$ cat src/rtl/mem_stage_pkg.sv
// Shared definitions for the MEM stage: control-vector layout, RV32I
// load/store funct3 codes, exception cause codes, FSM states and the
// alignment rule used to decide whether an access may be issued.
package mem_stage_pkg;

  localparam int unsigned CONTROL_SIGNALS_WIDTH = 8;

  // Bit positions inside the control vector
  localparam int unsigned CTRL_MEM_READ  = 0;
  localparam int unsigned CTRL_MEM_WRITE = 1;

  localparam logic [2:0] F3_LB  = 3'b000;
  localparam logic [2:0] F3_LH  = 3'b001;
  localparam logic [2:0] F3_LW  = 3'b010;
  localparam logic [2:0] F3_LBU = 3'b100;
  localparam logic [2:0] F3_LHU = 3'b101;
  localparam logic [2:0] F3_SB  = 3'b000;
  localparam logic [2:0] F3_SH  = 3'b001;
  localparam logic [2:0] F3_SW  = 3'b010;

  typedef enum logic [1:0] {
    EXC_NONE        = 2'b00,
    EXC_MISALIGN    = 2'b01,
    EXC_BUS_TIMEOUT = 2'b10
  } exc_cause_t;

  typedef enum logic {
    MEM_ST_IDLE = 1'b0,
    MEM_ST_BUSY = 1'b1
  } mem_state_t;

  // Halfwords need addr[0]==0, words need addr[1:0]==0. The unused size
  // encoding 2'b11 is accessed as a word but never traps.
  function automatic logic is_misaligned(input logic [2:0] funct3,
                                         input logic [1:0] addr_lo);
    return ((funct3[1:0] == 2'b01) && addr_lo[0]) ||
           ((funct3[1:0] == 2'b10) && (addr_lo != 2'b00));
  endfunction

endpackage

$ cat src/rtl/mem_load_align.sv
// Load alignment: selects the addressed byte/halfword out of the 32-bit
// memory word and sign- or zero-extends it.
//   rdata     in  32  raw word from data memory
//   addr_lo   in  2   byte offset within the word
//   funct3    in  3   load size/sign encoding
//   load_data out 32  aligned, extended load value
module mem_load_align
  import mem_stage_pkg::*;
(
  input  logic [31:0] rdata,
  input  logic [1:0]  addr_lo,
  input  logic [2:0]  funct3,
  output logic [31:0] load_data
);

  logic [7:0]  lane_byte;
  logic [15:0] lane_half;

  always_comb begin
    lane_byte = rdata[{addr_lo, 3'b000} +: 8];
    lane_half = addr_lo[1] ? rdata[31:16] : rdata[15:0];
    case (funct3)
      F3_LB:   load_data = {{24{lane_byte[7]}}, lane_byte};
      F3_LBU:  load_data = {24'h000000, lane_byte};
      F3_LH:   load_data = {{16{lane_half[15]}}, lane_half};
      F3_LHU:  load_data = {16'h0000, lane_half};
      default: load_data = rdata;
    endcase
  end

endmodule

$ cat src/rtl/mem_stage.sv
// RISC-V MEM stage with MEM/WB pipeline register. Issues req/ack data
// memory accesses, stalls the pipe while an access is outstanding, aligns
// loads, builds store byte lanes and traps misaligned or timed-out accesses.
//   clk, rst                  clock, synchronous active-high reset
//   ex_mem_*                  instruction held in EX/MEM
//   dmem_req/we/addr/wdata/wstrb, dmem_rdata/ack   data memory port
//   mem_stall                 hold EX/MEM and PC upstream
//   mem_wb_*                  registered results for the writeback stage
module mem_stage
  import mem_stage_pkg::*;
#(
  parameter int unsigned TIMEOUT_CYCLES = 16
) (
  input  logic                             clk,
  input  logic                             rst,
  input  logic                             ex_mem_valid,
  input  logic [31:0]                      ex_mem_alu_result,
  input  logic [31:0]                      ex_mem_rs2_data,
  input  logic [2:0]                       ex_mem_funct3,
  input  logic [CONTROL_SIGNALS_WIDTH-1:0] ex_mem_control_signals,
  output logic                             dmem_req,
  output logic                             dmem_we,
  output logic [31:0]                      dmem_addr,
  output logic [31:0]                      dmem_wdata,
  output logic [3:0]                       dmem_wstrb,
  input  logic [31:0]                      dmem_rdata,
  input  logic                             dmem_ack,
  output logic                             mem_stall,
  output logic                             mem_wb_valid,
  output logic [31:0]                      mem_wb_alu_result,
  output logic [31:0]                      mem_wb_mem_data,
  output logic [CONTROL_SIGNALS_WIDTH-1:0] mem_wb_control_signals,
  output logic [1:0]                       mem_wb_exc_cause
);

  localparam int unsigned     CNT_W    = $clog2(TIMEOUT_CYCLES) + 1;
  localparam logic [CNT_W-1:0] CNT_LAST = CNT_W'(TIMEOUT_CYCLES - 1);

  mem_state_t       state, state_next;
  logic [CNT_W-1:0] wait_cnt, wait_cnt_next;

  logic        is_read, is_store, access, misaligned, timeout_now;
  logic [3:0]  lane_strb;
  logic [31:0] load_data;

  assign is_read     = ex_mem_control_signals[CTRL_MEM_READ];
  assign is_store    = ex_mem_control_signals[CTRL_MEM_WRITE];
  assign access      = ex_mem_valid & (is_read | is_store);
  assign misaligned  = access & is_misaligned(ex_mem_funct3, ex_mem_alu_result[1:0]);
  assign timeout_now = (state == MEM_ST_BUSY) && (wait_cnt == CNT_LAST);

  // All port fields derive only from EX/MEM, which upstream holds while
  // stalled, so they stay stable for the whole request.
  assign dmem_req   = access & ~misaligned & ~rst;
  assign dmem_we    = is_store;
  assign dmem_addr  = {ex_mem_alu_result[31:2], 2'b00};
  assign dmem_wstrb = is_store ? lane_strb : '0;
  assign mem_stall  = dmem_req & ~dmem_ack & ~timeout_now;

  always_comb begin
    case (ex_mem_funct3[1:0])
      2'b00: begin
        dmem_wdata = {4{ex_mem_rs2_data[7:0]}};
        lane_strb  = 4'b0001 << ex_mem_alu_result[1:0];
      end
      2'b01: begin
        dmem_wdata = {2{ex_mem_rs2_data[15:0]}};
        lane_strb  = 4'b0011 << {ex_mem_alu_result[1], 1'b0};
      end
      default: begin
        dmem_wdata = ex_mem_rs2_data;
        lane_strb  = 4'b1111;
      end
    endcase
  end

  mem_load_align u_load_align (
    .rdata     (dmem_rdata),
    .addr_lo   (ex_mem_alu_result[1:0]),
    .funct3    (ex_mem_funct3),
    .load_data (load_data)
  );

  always_comb begin
    state_next    = state;
    wait_cnt_next = wait_cnt;
    case (state)
      MEM_ST_IDLE: begin
        if (dmem_req && !dmem_ack) begin
          state_next    = MEM_ST_BUSY;
          wait_cnt_next = CNT_W'(1);
        end
      end
      MEM_ST_BUSY: begin
        if (dmem_ack || timeout_now) begin
          state_next    = MEM_ST_IDLE;
          wait_cnt_next = '0;
        end else begin
          wait_cnt_next = wait_cnt + CNT_W'(1);
        end
      end
      default: begin
        state_next    = MEM_ST_IDLE;
        wait_cnt_next = '0;
      end
    endcase
  end

  always_ff @(posedge clk) begin
    if (rst) begin
      state                  <= MEM_ST_IDLE;
      wait_cnt               <= '0;
      mem_wb_valid           <= 1'b0;
      mem_wb_alu_result      <= '0;
      mem_wb_mem_data        <= '0;
      mem_wb_control_signals <= '0;
      mem_wb_exc_cause       <= EXC_NONE;
    end else begin
      state    <= state_next;
      wait_cnt <= wait_cnt_next;
      if (mem_stall) begin
        mem_wb_valid           <= 1'b0;
        mem_wb_control_signals <= '0;
        mem_wb_exc_cause       <= EXC_NONE;
      end else if (misaligned) begin
        mem_wb_valid           <= 1'b0;
        mem_wb_control_signals <= '0;
        mem_wb_exc_cause       <= EXC_MISALIGN;
        mem_wb_alu_result      <= ex_mem_alu_result;
        mem_wb_mem_data        <= '0;
      end else if (timeout_now) begin
        mem_wb_valid           <= 1'b0;
        mem_wb_control_signals <= '0;
        mem_wb_exc_cause       <= EXC_BUS_TIMEOUT;
        mem_wb_alu_result      <= ex_mem_alu_result;
        mem_wb_mem_data        <= '0;
      end else begin
        mem_wb_valid           <= ex_mem_valid;
        mem_wb_control_signals <= ex_mem_control_signals;
        mem_wb_exc_cause       <= EXC_NONE;
        mem_wb_alu_result      <= ex_mem_alu_result;
        mem_wb_mem_data        <= (dmem_req && dmem_ack && !is_store) ? load_data : '0;
      end
    end
  end

endmodule

$ cat config.mk
export PLATFORM = sky130hd
export DESIGN_NAME = mem_stage
export DESIGN_NICKNAME = d
export VERILOG_FILES = /design/src/rtl/mem_stage_pkg.sv /design/src/rtl/mem_load_align.sv /design/src/rtl/mem_stage.sv
export SDC_FILE = /design/constraint.sdc
export NUM_CORES = 1
export LEC_CHECK = 0
export CAP_MARGIN = 40
export CELL_PAD_IN_SITES_DETAIL_PLACEMENT = 0
export CELL_PAD_IN_SITES_GLOBAL_PLACEMENT = 1
export CORE_UTILIZATION = 27
export CTS_BUF_LIST = sky130_fd_sc_hd__clkbuf_16
export DETAILED_ROUTE_END_ITERATION = 10
export GPL_ROUTABILITY_DRIVEN = 0
export PLACE_DENSITY_LB_ADDON = 0.25
export REMOVE_ABC_BUFFERS = 1
export SYNTH_ARGS = -nofsm -noshare
export SYNTH_HDL_FRONTEND = slang
export SYNTH_SLANG_ARGS = --single-unit
$ cat constraint.sdc
create_clock -name clk -period 2.9 [get_ports clk]
set_input_delay 0.58 -clock clk [delete_from_list [all_inputs] [get_ports clk]]
set_output_delay 0.58 -clock clk [all_outputs]
set_load 0.005 [all_outputs]
; Yosys cells after proc, flatten, opt, wreduce, memory -nomap -nowiden
; Index checks and enable logic that the tools add are counted.
[totals]
output_inout_bits = 146
input_bits = 111
reg_bits = 81
wordCells = 63
[op_classes]
n_bitwise = 12
muxes = 16
n_reduce_logical = 16
n_shift = 3
eq_ne = 7
n_addsub = 1
[op_table]
columns = op, count
row1 = case mux 32 bit (4 select lines), 1
row2 = two-way mux 32 bit, 3
row3 = case mux 32 bit (2 select lines), 1
row4 = variable part select 32 x 6 -> 8 bit, 1
row5 = two-way mux 16 bit, 1
row6 = two-way mux 5 bit, 2
row7 = case mux 5 bit (2 select lines), 1
row8 = case mux 4 bit (2 select lines), 1
row9 = bitwise AND 1 bit, 6
row10 = equality test 3 bit (second input constant), 2
row11 = logical AND 1 bit, 6
row12 = adder 5 x 1 -> 5 bit (second input constant), 1
row13 = equality test 5 x 4 -> 1 bit (second input constant), 1
row14 = NOT 1 bit, 5
row15 = two-way mux 4 bit, 1
row16 = OR reduction 4 bit, 1
row17 = << shifter 1 x 2 -> 4 bit (first input constant), 1
row18 = << shifter 2 x 2 -> 4 bit (first input constant), 1
row19 = equality test 3 x 1 -> 1 bit (second input constant), 1
row20 = logical NOT 3 bit, 1
row21 = two-way mux 1 bit, 3
row22 = OR reduction 3 bit, 1
row23 = equality test 2 x 1 -> 1 bit (second input constant), 1
row24 = equality test 2 bit (second input constant), 1
row25 = 9 further kinds, 11

; Longest topological paths before layout
[depth]
ltp_word = 12
ltp_mapped = 10

; Cells and area by module
; A second synthesis with hierarchy kept.
[unflattened]
hier_cells = 437
hier_area_um2 = 4491.8
[by_module_without_submodules]
columns = mod, cells_each, instances, area_per_inst_um2
row1 = mem_stage, 341, 1, 3646.0
row2 = mem_load_align, 96, 1, 845.8

; Worst setup path after synthesis
; No wires, ideal clock.
[synth_path]
path_kind = register to output
startpoint = register wait_cnt[0]
endpoint = output port mem_stall
setup_slack_ps = 621
path_stages_with_launch = 10
n_path_buf = 2
required_time_ps = 2320
arrival_ps = 1699
cell_sequence = dfxtp_1 -> ha_1 -> and3_1 -> ha_1 -> and2_1 -> nor2_1 -> nand3_2 -> buf_6 -> inv_4 -> buf_6
[synth_via]
elab_chain_cells = 4
[synth_rtl]
columns = element, line
row1 = start: declaration, mem_stage.sv:40  ; logic [CNT_W-1:0] wait_cnt, wait_cnt_next;
row2 = start signal: assignment, mem_stage.sv:120  ; wait_cnt <= wait_cnt_next;
row3 = equality test 5 x 4 -> 1 bit, mem_stage.sv:50  ; assign timeout_now = (state == MEM_ST_BUSY) && (wait_cnt == CNT_LAST);
row4 = logical AND 1 bit, mem_stage.sv:50
row5 = NOT 1 bit, mem_stage.sv:58  ; assign mem_stall = dmem_req & ~dmem_ack & ~timeout_now;
row6 = bitwise AND 1 bit, mem_stage.sv:58
row7 = end: declaration, mem_stage.sv:28  ; output logic mem_stall,
; Every way passes these cells.

; Final worst setup path
[layout_path]
startpoint = input port ex_mem_alu_result[0]
endpoint = output port dmem_req
[layout_via]
elab_chain_cells = 7
elab_cells_between_ends = 8
cone_classes = bitwise (4) / reduce/logical (4)
[layout_rtl]
columns = element, line
row1 = start: declaration, mem_stage.sv:17  ; input logic [31:0] ex_mem_alu_result,
row2 = nonzero test 2 bit, mem_stage_pkg.sv:37  ; ((funct3[1:0] == 2'b10) && (addr_lo != 2'b00));
row3 = logical AND 1 bit, mem_stage_pkg.sv:37
row4 = logical OR 1 bit (*), mem_stage_pkg.sv:36  ; return ((funct3[1:0] == 2'b01) && addr_lo[0]) ||
row5 = bitwise AND 1 bit (*), mem_stage.sv:49  ; assign misaligned = access & is_misaligned(ex_mem_funct3, ex_mem_alu_result[1:0]);
row6 = NOT 1 bit (*), mem_stage.sv:54  ; assign dmem_req = access & ~misaligned & ~rst;
row7 = bitwise AND 1 bit (*) (2 in a row), mem_stage.sv:54
row8 = end: declaration, mem_stage.sv:21  ; output logic dmem_req,
; Every way passes the cells marked *; elsewhere a longest branch is shown, timed or not.

==> flow_summary_export.csv <==
group,metric,value,unit
worst_setup_path,arrival,2.22,ns
cts,clk_latency,0.35,ns
pwr,ir_drop,0.2554,mV
detailed_routing,ant_nets,0,
pwr,p_seq_share,38.8,%
floorplanning,coreArea,15830,um^2
placed_design,hpwl,11150,um
cts,clockBufferDepth,2,
worst_setup_path,cp-end-kind,"output port",
sta,fin_crit,2.802,ns
floorplanning,die-height,129.1,um
detailed_routing,drtIter0Drc,167,
pwr,power.internal,0.002272,W
logic_synthesis,netlist_instances,445,
logic_synthesis,synth.distinct_cells,51,
grt,track_usage,17.42,%
sta,rsz0062_at_grt,"no",
detailed_routing,vias,4196,
pwr,p_comb_share,23.3,%
worst_setup_path,crit_path_start_kind,"primary input",
floorplanning,fp.dieArea,16660,um^2
layout,final_layout_size_suffix_gt1_share,18.14,%
detailed_routing,wl,14550,um
logic_synthesis,synthTopCellsByArea,"dfxtp_1 37%, mux2_2 13%, buf_4 7.7%, nor2b_1 4.9%, o32ai_1 3.6%",
grt,overflow,0,
run_status,status,"finished, final reports clean",
pwr,powerDensity,416.6,nW/um^2
placed_design,port_buffers,254,
sta,timing.final.crit_share,96.64,%
cts,holdBufCountCts,0,
logic_synthesis,async_reset_ff_share,0,%
floorplanning,initial_core_util,27.55,%
sta,final_max_slew_viol_count,0,
pwr,p_switching,0.0007570,W
detailed_routing,dr.pass1.iters,5,
grt,grt_max_degree,49,
grt,antenna_found_initial,0,
cts,tritoncts,"done",
floorplanning,die_w,129.1,um
layout,antenna_cells,0,
worst_setup_path,crit_fanout,4,
cts,path_clk_slew,0.07,ns
logic_synthesis,synth_top_area_share,37.19,%
logic_synthesis,synth_edf_count,0,
cts,h-tree-depth,3,
worst_setup_path,critPathKind,"primary input to output port",
layout,final_nets,786,
worst_setup_path,required,2.32,ns
pwr,total_power,0.003029,W
run,cap_viol_max_count,0,
logic_synthesis,ys.flop_type,"dfxtp_1",
sta,hold_viol,0,
pwr,sw_frac_of_total,24.99,%
layout,area_growth,66.77,%
sta,clock_skew,0.006665,ns
hold_path,hold_path.class,"register to register",
pwr,clock_power_share,37.8,%
sta,fin_tns_setup,0,ns
logic_synthesis,yosysTopAreaCell,"dfxtp_1",
cts,numCtsBuffers,9,
detailed_routing,vias_per_cell,4.694,
logic_synthesis,synth_area_per_cell,9.799,um^2
logic_synthesis,ys_seq_area_share,37.19,%
cts,clkSinkCount,81,
detailed_routing,drc,0,
grt,grt_pass1_vias,4252,
detailed_routing,avgRoutedWirePerCell,16.27,um
pwr,leakagePower,2.709,nW
sta,worstMarginPinSlew,0.7549,ns
floorplanning,pin_count,257,
logic_synthesis,synth_seq_cells,81,
sta,slew-limit-headroom,49.37,%
logic_synthesis,yosys_warnings,0,
floorplanning,row_count,46,
sta,setup-violations-final,0,
layout,nFillCells,1516,
sta,fmax,356.8,MHz
logic_synthesis,syn_area,4360,um^2
grt,grt_first_pass_wirelength,22390,um
cts,cts-root-buf,"clkbuf_16",
[Yosys cell counts, drive strengths merged (6+ instances only)]
master / n
dfxtp: 81
buf: 62
mux2: 52
nor2b: 34
inv: 26
a21oi: 22
o32ai: 18
o2bb2ai: 15
and2: 12
clkbuf: 12
mux2i: 11
nand2: 11
nor2: 10
o21ai: 9
a221oi: 8
a22o: 7
a222oi: 6
[through the flow]
| stage | util (%) | hold WS (ns) | instance area [um^2] | worst slack [ns] | cells |
|---|---|---|---|---|---|
| final | 45.94 | 0.4550 | 7272 | 0.09753 | 894 |
| after global routing | 45.94 | 0.4833 | 7272 | 0.05731 | 894 |
| after CTS | 45.86 | 0.4547 | 7258 | 0.006537 | 893 |
| after detailed placement | 43.84 | 0.4443 | 6939 | -0.07146 | 876 |
| after global placement | 43.84 | 0.4440 | 6939 | -0.05461 | 876 |
| after floorplan | - | 0.4488 | 3864 | 0.06268 | 372 |
[layer usage]
metal	track usage (%)	up-vias	wire, um	share of wire [%]
met3	5.367	23	1144	7.9
met1	19.56	1983	5839	40
met2	30.78	164	7224	50
met5	0	-	0	0
li1	-	2026	-	-
met4	6.782	0	341	2.3
[cell usage in the layout, fill, tap and decap left out, drive strengths merged, types with 6 or more instances in the layout]
cell	count
nor2	10
o2bb2ai	15
mux2i	11
o21ai	9
inv	27
mux2	52
a21oi	22
buf	37
o32ai	18
and2	12
clkbuf	9
a22o	7
nand2	11
a221oi	8
clkdlybuf4s50	251
nor2b	34
a222oi	6
dfxtp	81
[worst max-delay path, cell delays in order]
cell and delay (ns):
clkdlybuf4s50_1 0.59, inv_1 0.13, o21ai_0 0.35, nor2_1 0.10, clkdlybuf4s50_1 0.47
[registers in the layout (all words and copies together), names as in the netlist]
| signal | flops |
|---|---|
| mem_wb_valid | 1 |
| mem_wb_exc_cause | 2 |
| state | 1 |
| mem_wb_alu_result | 32 |
| mem_wb_control_signals | 8 |
| wait_cnt | 5 |
| mem_wb_mem_data | 32 |
[area by class of cell]
| type | count | area [um^2] | area share [%] |
|---|---|---|---|
| timing repair buffer | 290 | 2821 | 38.80 |
| multi-input combinational | 265 | 2162 | 29.73 |
| sequential | 81 | 1623 | 22.32 |
| tap | 216 | 270.3 | 3.716 |
| clock buffer | 9 | 225.2 | 3.097 |
| inverter | 26 | 100.1 | 1.376 |
| clock inverter | 7 | 70.07 | 0.9635 |
[timing repair]
item                       in CTS  in global routing
setup endpoints to repair      10                  1
gates resized for setup         5                  3
pin swaps                       2                  1
buffers inserted                1                  1
[logic make-up (layout without fill, tap and decap cells)]
| family | Yosys count | in the layout | share of synthesized area (%) |
|---|---|---|---|
| xor gates and xnor gates | 1 | 1 | 0.3731 |
| other | 1 | 2 | 0.08600 |
| adders and majority gates | 2 | 2 | 0.5738 |
| and+or+nand+nor | 91 | 91 | 12.31 |
| AOI/OAI and AO/OA | 105 | 105 | 19.23 |
| buffers and inverters | 100 | 332 | 13.77 |
| DFF | 81 | 81 | 37.19 |
| muxes | 64 | 64 | 16.47 |
[final timing paths]
check | end | slack (ns) | start | cells past startpoint
max | dmem_req | 0.1 | ex_mem_alu_result[0] | 5
min | mem_wb_mem_data[30] | 0.45 | mem_wb_mem_data[30] | 2
max reg2reg | mem_wb_alu_result[29] | 0.59 | wait_cnt[0] | 8
min reg2reg | mem_wb_mem_data[30] | 0.45 | mem_wb_mem_data[30] | 2
[power by group through the flow]
stage	clock [W]	sequential (W)	combinational (W)
3_5_place_dp	0	0.00120	0.000708
3_3_place_gp	0	0.00120	0.000702
5_1_grt	0.00124	0.00118	0.000761
2_1_floorplan	0	0.00120	0.000197
4_1_cts	0.00119	0.00118	0.000715
6_report	0.00115	0.00118	0.000707
Note: power is estimated with default switching activity, not from simulation.
